$ cat src/rtl/lfo_gen.sv
// Low-frequency oscillator: phase accumulator -> wave lookup -> depth scaling, three registered stages.
// Define LFO_SINE_TABLE_EN for a raised-cosine wave from a quarter-wave table; default is a triangle.
module lfo_gen #(
  parameter int PHASE_W = 24,
  parameter int WAVE_W  = 10
) (
  input  logic        ADCLRCK,
  input  logic        rst,
  input  logic        enable,
  input  logic [15:0] rate,
  input  logic [8:0]  depth,
  input  logic        phase_sync,
  output logic [31:0] sin,
  output logic        phase_wrap
);

  // Sum is wide enough for both operands so a carry out of the phase is never lost.
  localparam int SUM_W = ((PHASE_W > 16) ? PHASE_W : 16) + 1;

  logic [PHASE_W-1:0] phase;
  logic [SUM_W-1:0]   sum;
  logic               wrap_next;
  logic               load_depth;
  logic [8:0]         depth_sat;
  logic [8:0]         depth_q;
  logic [WAVE_W-1:0]  p;
  logic [8:0]         wave;
  logic [8:0]         wave_next;
  logic [16:0]        product;

  assign sum        = SUM_W'(phase) + SUM_W'(rate);
  assign wrap_next  = enable & ~phase_sync & (sum[SUM_W-1:PHASE_W] != '0);
  assign depth_sat  = (depth > 9'd256) ? 9'd256 : depth;
  assign load_depth = ~enable | phase_sync | wrap_next;
  assign p          = phase[PHASE_W-1 -: WAVE_W];

`ifdef LFO_SINE_TABLE_EN
  // Evaluated only at elaboration; cosine by Taylor series so no math library is needed.
  function automatic int sine_point(input int i);
    real th;
    real term;
    real c;
    th   = 2.0 * 3.14159265358979 * i / 1024.0;
    c    = 1.0;
    term = 1.0;
    for (int k = 1; k < 14; k++) begin
      term = -term * th * th / ((2.0 * k - 1.0) * (2.0 * k));
      c    = c + term;
    end
    return $rtoi(255.5 * (1.0 - c) + 0.5);
  endfunction

  logic [8:0] qtab [256];
  for (genvar gi = 0; gi < 256; gi++) begin : g_qtab
    assign qtab[gi] = 9'(sine_point(gi));
  end

  logic [9:0] m;
  logic [7:0] idx;

  // Fold into 0..512 by mirror symmetry, then use f(512-m) = 511 - f(m) for the upper half.
  always_comb begin
    m         = p[9] ? 10'(11'd1024 - {1'b0, p}) : p;
    idx       = 8'(~m[7:0] + 8'd1);
    wave_next = 9'd0;
    if (m[9:8] == 2'd0) begin
      wave_next = qtab[m[7:0]];
    end else if (m == 10'd256) begin
      wave_next = 9'd256;
    end else begin
      wave_next = 9'd511 - qtab[idx];
    end
  end
`else
  // Falling half of the triangle: 1023 - p equals the inverted low bits.
  always_comb begin
    wave_next = p[9] ? ~p[8:0] : p[8:0];
  end
`endif

  assign product = 17'(wave) * 17'(depth_q);

  always_ff @(posedge ADCLRCK or posedge rst) begin
    if (rst) begin
      phase      <= '0;
      phase_wrap <= 1'b0;
      depth_q    <= '0;
    end else begin
      phase_wrap <= wrap_next;
      if (phase_sync) begin
        phase <= '0;
      end else if (enable) begin
        phase <= sum[PHASE_W-1:0];
      end
      if (load_depth) begin
        depth_q <= depth_sat;
      end
    end
  end

  // Wave and scaling stages run every edge so frozen phase still settles the output.
  always_ff @(posedge ADCLRCK or posedge rst) begin
    if (rst) begin
      wave <= '0;
      sin  <= '0;
    end else begin
      wave <= wave_next;
      sin  <= 32'(product >> 8);
    end
  end

endmodule

$ cat config.mk
export PLATFORM = sky130hd
export DESIGN_NAME = lfo_gen
export DESIGN_NICKNAME = d
export VERILOG_FILES = /design/src/rtl/lfo_gen.sv
export SDC_FILE = /design/constraint.sdc
export NUM_CORES = 1
export LEC_CHECK = 0
export ABC_AREA = 1
export CORE_UTILIZATION = 46
export DETAILED_ROUTE_END_ITERATION = 6
export PLACE_DENSITY_LB_ADDON = 0.3
export SLEW_MARGIN = 10
export SYNTH_ARGS = -nofsm -noshare
export SYNTH_HDL_FRONTEND = slang
export SYNTH_SLANG_ARGS = --single-unit
$ cat constraint.sdc
create_clock -name ADCLRCK -period 5.8 [get_ports ADCLRCK]
set_input_delay 1.16 -clock ADCLRCK [delete_from_list [all_inputs] [get_ports ADCLRCK]]
set_output_delay 1.16 -clock ADCLRCK [all_outputs]
set_load 0.05 [all_outputs]
Word level (Yosys, flattened, before mapping)
Cells that the tools add are included.
{"block": "word_totals", "ff_bits": 52, "latch_bits": 0, "out_inout_bits": 33, "ram_bits": 0, "memories": 0, "wordCells": 20, "input_bits": 29, "romBits": 0}
{"block": "classes", "add_sub_neg": 1, "magnitude_cmp": 1, "n_eq_ne": 0, "n_mux": 4, "n_reduce_logical": 1, "mul": 1, "n_shift": 0, "bitwise_logic": 7, "n_div": 0}
{"operator": "24-bit 2-to-1 mux", "count": 2}
{"operator": "24-bit by 16-bit adder with 25-bit output", "count": 1}
{"operator": "9-bit 2-to-1 mux", "count": 2}
{"operator": "9-bit by 9-bit multiplier with 17-bit output", "count": 1}
{"operator": "9-bit > comparator, second input constant", "count": 1}
{"operator": "9-bit NOT", "count": 1}
{"operator": "1-bit AND", "count": 2}
{"operator": "1-bit NOT", "count": 2}
{"operator": "1-bit bitwise OR", "count": 2}
{"operator": "2-bit nonzero test", "count": 1}

Longest topological paths before layout
{"block": "logic_depth", "word_depth": 4, "depth_mapped": 20, "mapped_depth_nobuf": 19}

Worst setup path before layout
Ideal clock, no wire load.
{"block": "synth_timing", "path_kind": "register to register", "from": "register depth_q[7]", "to": "register sin[8]", "required_ps": 5684, "setup_time_ps": 116, "synth_period_minus_slack_ps": 4009, "t_arrival_ps": 3893, "n_path_buf": 1, "path_stages_with_launch": 19, "setup_slack_ps": 1791, "cell_sequence": "dfrtp_1 -> clkbuf_1 -> nand2_1 -> inv_1 -> fa_1 -> fa_1 -> fa_1 -> inv_1 -> fa_1 -> inv_1 -> ha_1 -> a21oi_1 -> nor2_1 -> nor2_1 -> nor2_1 -> nor3_1 -> nand2_1 -> nand2_1 -> nand2_1"}
{"block": "synth_via", "elab_chain_cells": 1}
{"element": "start: declaration", "line_no": "25", "text": "logic [8:0] depth_q;"}
{"element": "start signal: assignment", "line_no": "96", "text": "depth_q <= depth_sat;"}
{"element": "9-bit by 9-bit multiplier with 17-bit output", "line_no": "81", "text": "assign product = 17'(wave) * 17'(depth_q);"}
{"element": "via product[16]", "line_no": "29", "text": "logic [16:0] product;"}
{"element": "end signal: assignment", "line_no": "108", "text": "sin <= 32'(product >> 8);"}
{"element": "end: declaration", "line_no": "13", "text": "output logic [31:0] sin,"}
The timed path passes the listed nets, and every way through them passes these cells.
A chain may end at the register's enable or synchronous reset.

Worst setup path in the final report
{"block": "layout_timing", "from": "register depth_q[6]", "to": "register sin[8]"}
The elaborated chain is that of the path after synthesis.

==> run metrics <==
Die Footprint 0.01320 sq mm; yosys warns 0; slowest CP cell dfrtp_1; commonest non-fill, non-tap cells in the layout 245 x nand2_1, 164 x inv_1, 55 x nor2_1; Leak 0.003805 uW; post-synthesis mux area share 0%; fill cell total of the finished layout 1,259; Core Footprint 0.01221 sq mm; Placer Congestion 0.8809; Layout area overhead 9.710%; postcts setup bufs 0; multi-input combinational cell area 0.003749 sq mm; initial antenna violation count 0; die width 114.9 microns; Fin. Hold Viols 0; Max-slew headroom 55.76%; number of iterations in the first detailed-routing pass 5; f_max 235.5 MHz; FF/Latch Area 0.001301 sq mm; number of flops mapped to enable cells by yosys 0; fin nets 965; Hold Path Class reg2reg; RSZ-0062 raised after global routing no; critical path type reg2reg; Starting Density 48.01%; post-synthesis cell type count 33; Avg Cell Area, Syn 7.203 sq um; worst-skew pair later-pin latency 300 ps; first-pass GRT wire length 21.00 mm; fin crit period 4247 ps; Most used DFF post-synth dfrtp_1; Pwr Density 159.0 mW/mm^2; grt total ovfl 0; largest family of logic cells by synthesized area adder cells; IO Pins 62; row cnt 40; via count 4,792; top cell type by total area after synthesis dfrtp_1; Worst-path clk slew 80 ps; clock skew 10.41 ps; CTS tree yes; vias per inst 4.759; DIE HEIGHT 114.9 microns; Mapped Area 0.005863 sq mm; TNS Setup 0 ps; post_cts resized 0; ANT cells 0; Max clock buf depth 2; clk root buf clkbuf_16; PortBufs 38; vias in the first global route 4,633; Crit Path Max Fanout 10; DRC Markers 0; Routed Antenna Nets 0; Wirelength per Cell 11.86 microns; maximum level of the CTS H-tree 2; Design Area, Final 0.006432 sq mm; XOR/XNOR Fraction of Synth Area 2.689%; final cycle utilization of the critical path 73.22%; total power 1023 uW; worst slew pin tran 663.7 ps; peak supply drop 0.0001265 V; Async SR Flop Fraction 100.0%; Startpoint Class flop; placed cell area 0.006282 sq mm; HPWL Detailed 9.883 mm; largest net degree at the start of global routing 53; status finished clean; Synth area leaders dfrtp_1 22%, fa_1 17%, nand2_1 16%, inv_1 11%, ha_1 10%; commonest non-fill, non-tap cell in the layout nand2_1; #FFs+latches synth 52; CTS sink cnt 52; layout cells sized above 1 3.933%; initial DRC count 362; Crit path arrival time 4440 ps; Final Setup Violations 0; # Max-Cap Violations 0; Cells after Synth 814; Post-CTS Hold Buffers 0; Critical Path RT 5990 ps; total CTS buffers 5; Yosys top cell area share 22.19%; Synth Area in Compound Gates 6.359%; post-synthesis simple-gate area fraction 26.23%; Crit path largest cell delay 550 ps; Final Max Tran Viols 0; Total Wirelength 11.95 mm; sequential share of the synthesized area 22.19%; crit end category flop; CP cell instances nand2_1 -> inv_1 -> fa_1 -> fa_1 -> fa_1 -> inv_1 -> fa_1 -> inv_1 -> ha_1 -> a21oi_1 -> nor2_1 -> nor2_1 -> nor2_1 -> nor3_1 -> nand2_1 -> nand2_1 -> nand2_1; Adder-Cell Fraction of Synth Area 27.19%; GRT Total Usage 19.99%
critical path, delay by kind of cell (launching register included):
family,cells,cell delay [ps]
compound gates,1,200
fa+ha+maj,5,2380
flops,1,550
buf+inv,3,190
simple gates,8,810
cells by family after synthesis:
group / count (synthesis)
compound gates: 68
simple gates: 366
other cells: 1
xor+xnor: 18
buf+inv: 211
fa+ha+maj: 98
flops: 52
Yosys cell counts, types with 2 or more instances:
master / number
a21oi_1: 39
a22o_1: 2
buf_2: 8
buf_4: 23
clkbuf_1: 14
dfrtp_1: 52
fa_1: 49
ha_1: 49
inv_1: 165
nand2_1: 245
nand2_2: 4
nand3_1: 32
nand3_2: 11
nand4_1: 4
nor2_1: 55
nor2_2: 2
nor3_1: 9
o21ai_0: 16
o21ai_1: 3
o21bai_1: 2
o31ai_1: 2
xnor2_1: 7
xor2_1: 11
power breakdown:
part	internal (uW)	total [uW]	switching, uW
clock network	163	308	144
registers	386	419	32.3
logic	99.5	296	197
total	649	1020	374
layer usage:
layer / part of all wire (%) / track usage, %
met4: 1.3 / 5.455
met3: 4.0 / 2.319
met5: 0 / 0
met2: 46 / 33.01
met1: 49 / 27.86
registers in the layout (all words and copies together), names as in the netlist:
| register | cells |
|---|---|
| phase | 24 |
| depth_q | 9 |
| sin | 9 |
| wave | 9 |
| phase_wrap | 1 |
final cells by class:
class                      instances  area share [%]
clock inverter                     3          0.3890
inverter                         165           9.628
multi-input combinational        573           58.28
tap                              168           3.268
sequential                        52           20.23
clock buffer                       5           1.945
timing repair buffer              41           6.263
final timing paths:
| kind | to | slack, ps | cells after the start | startpoint |
|---|---|---|---|---|
| worst max-delay path | sin[8] | 1550 | 17 | depth_q[6] |
| worst min-delay path | phase[10] | 490 | 2 | phase[10] |
| worst max register to register | sin[8] | 1550 | 17 | depth_q[6] |
| worst min register to register | phase[10] | 490 | 2 | phase[10] |
| max in group asynchronous | wave[6] | 4000 | 3 | rst |
| min in group asynchronous | phase[16] | 1350 | 3 | rst |
stage by stage:
stage               cells  hold slack [ps]  worst slack, ps  util [%]
finish               1007            486.3             1553     52.67
global route         1007            516.5             1270     52.67
CTS                  1007            491.6             1566     52.67
detailed placement    999            472.8             1573     51.44
global placement      999            468.2             1644     51.44
floorplan             836            452.8             1791         -
Note: power is estimated with default switching activity, not from simulation.
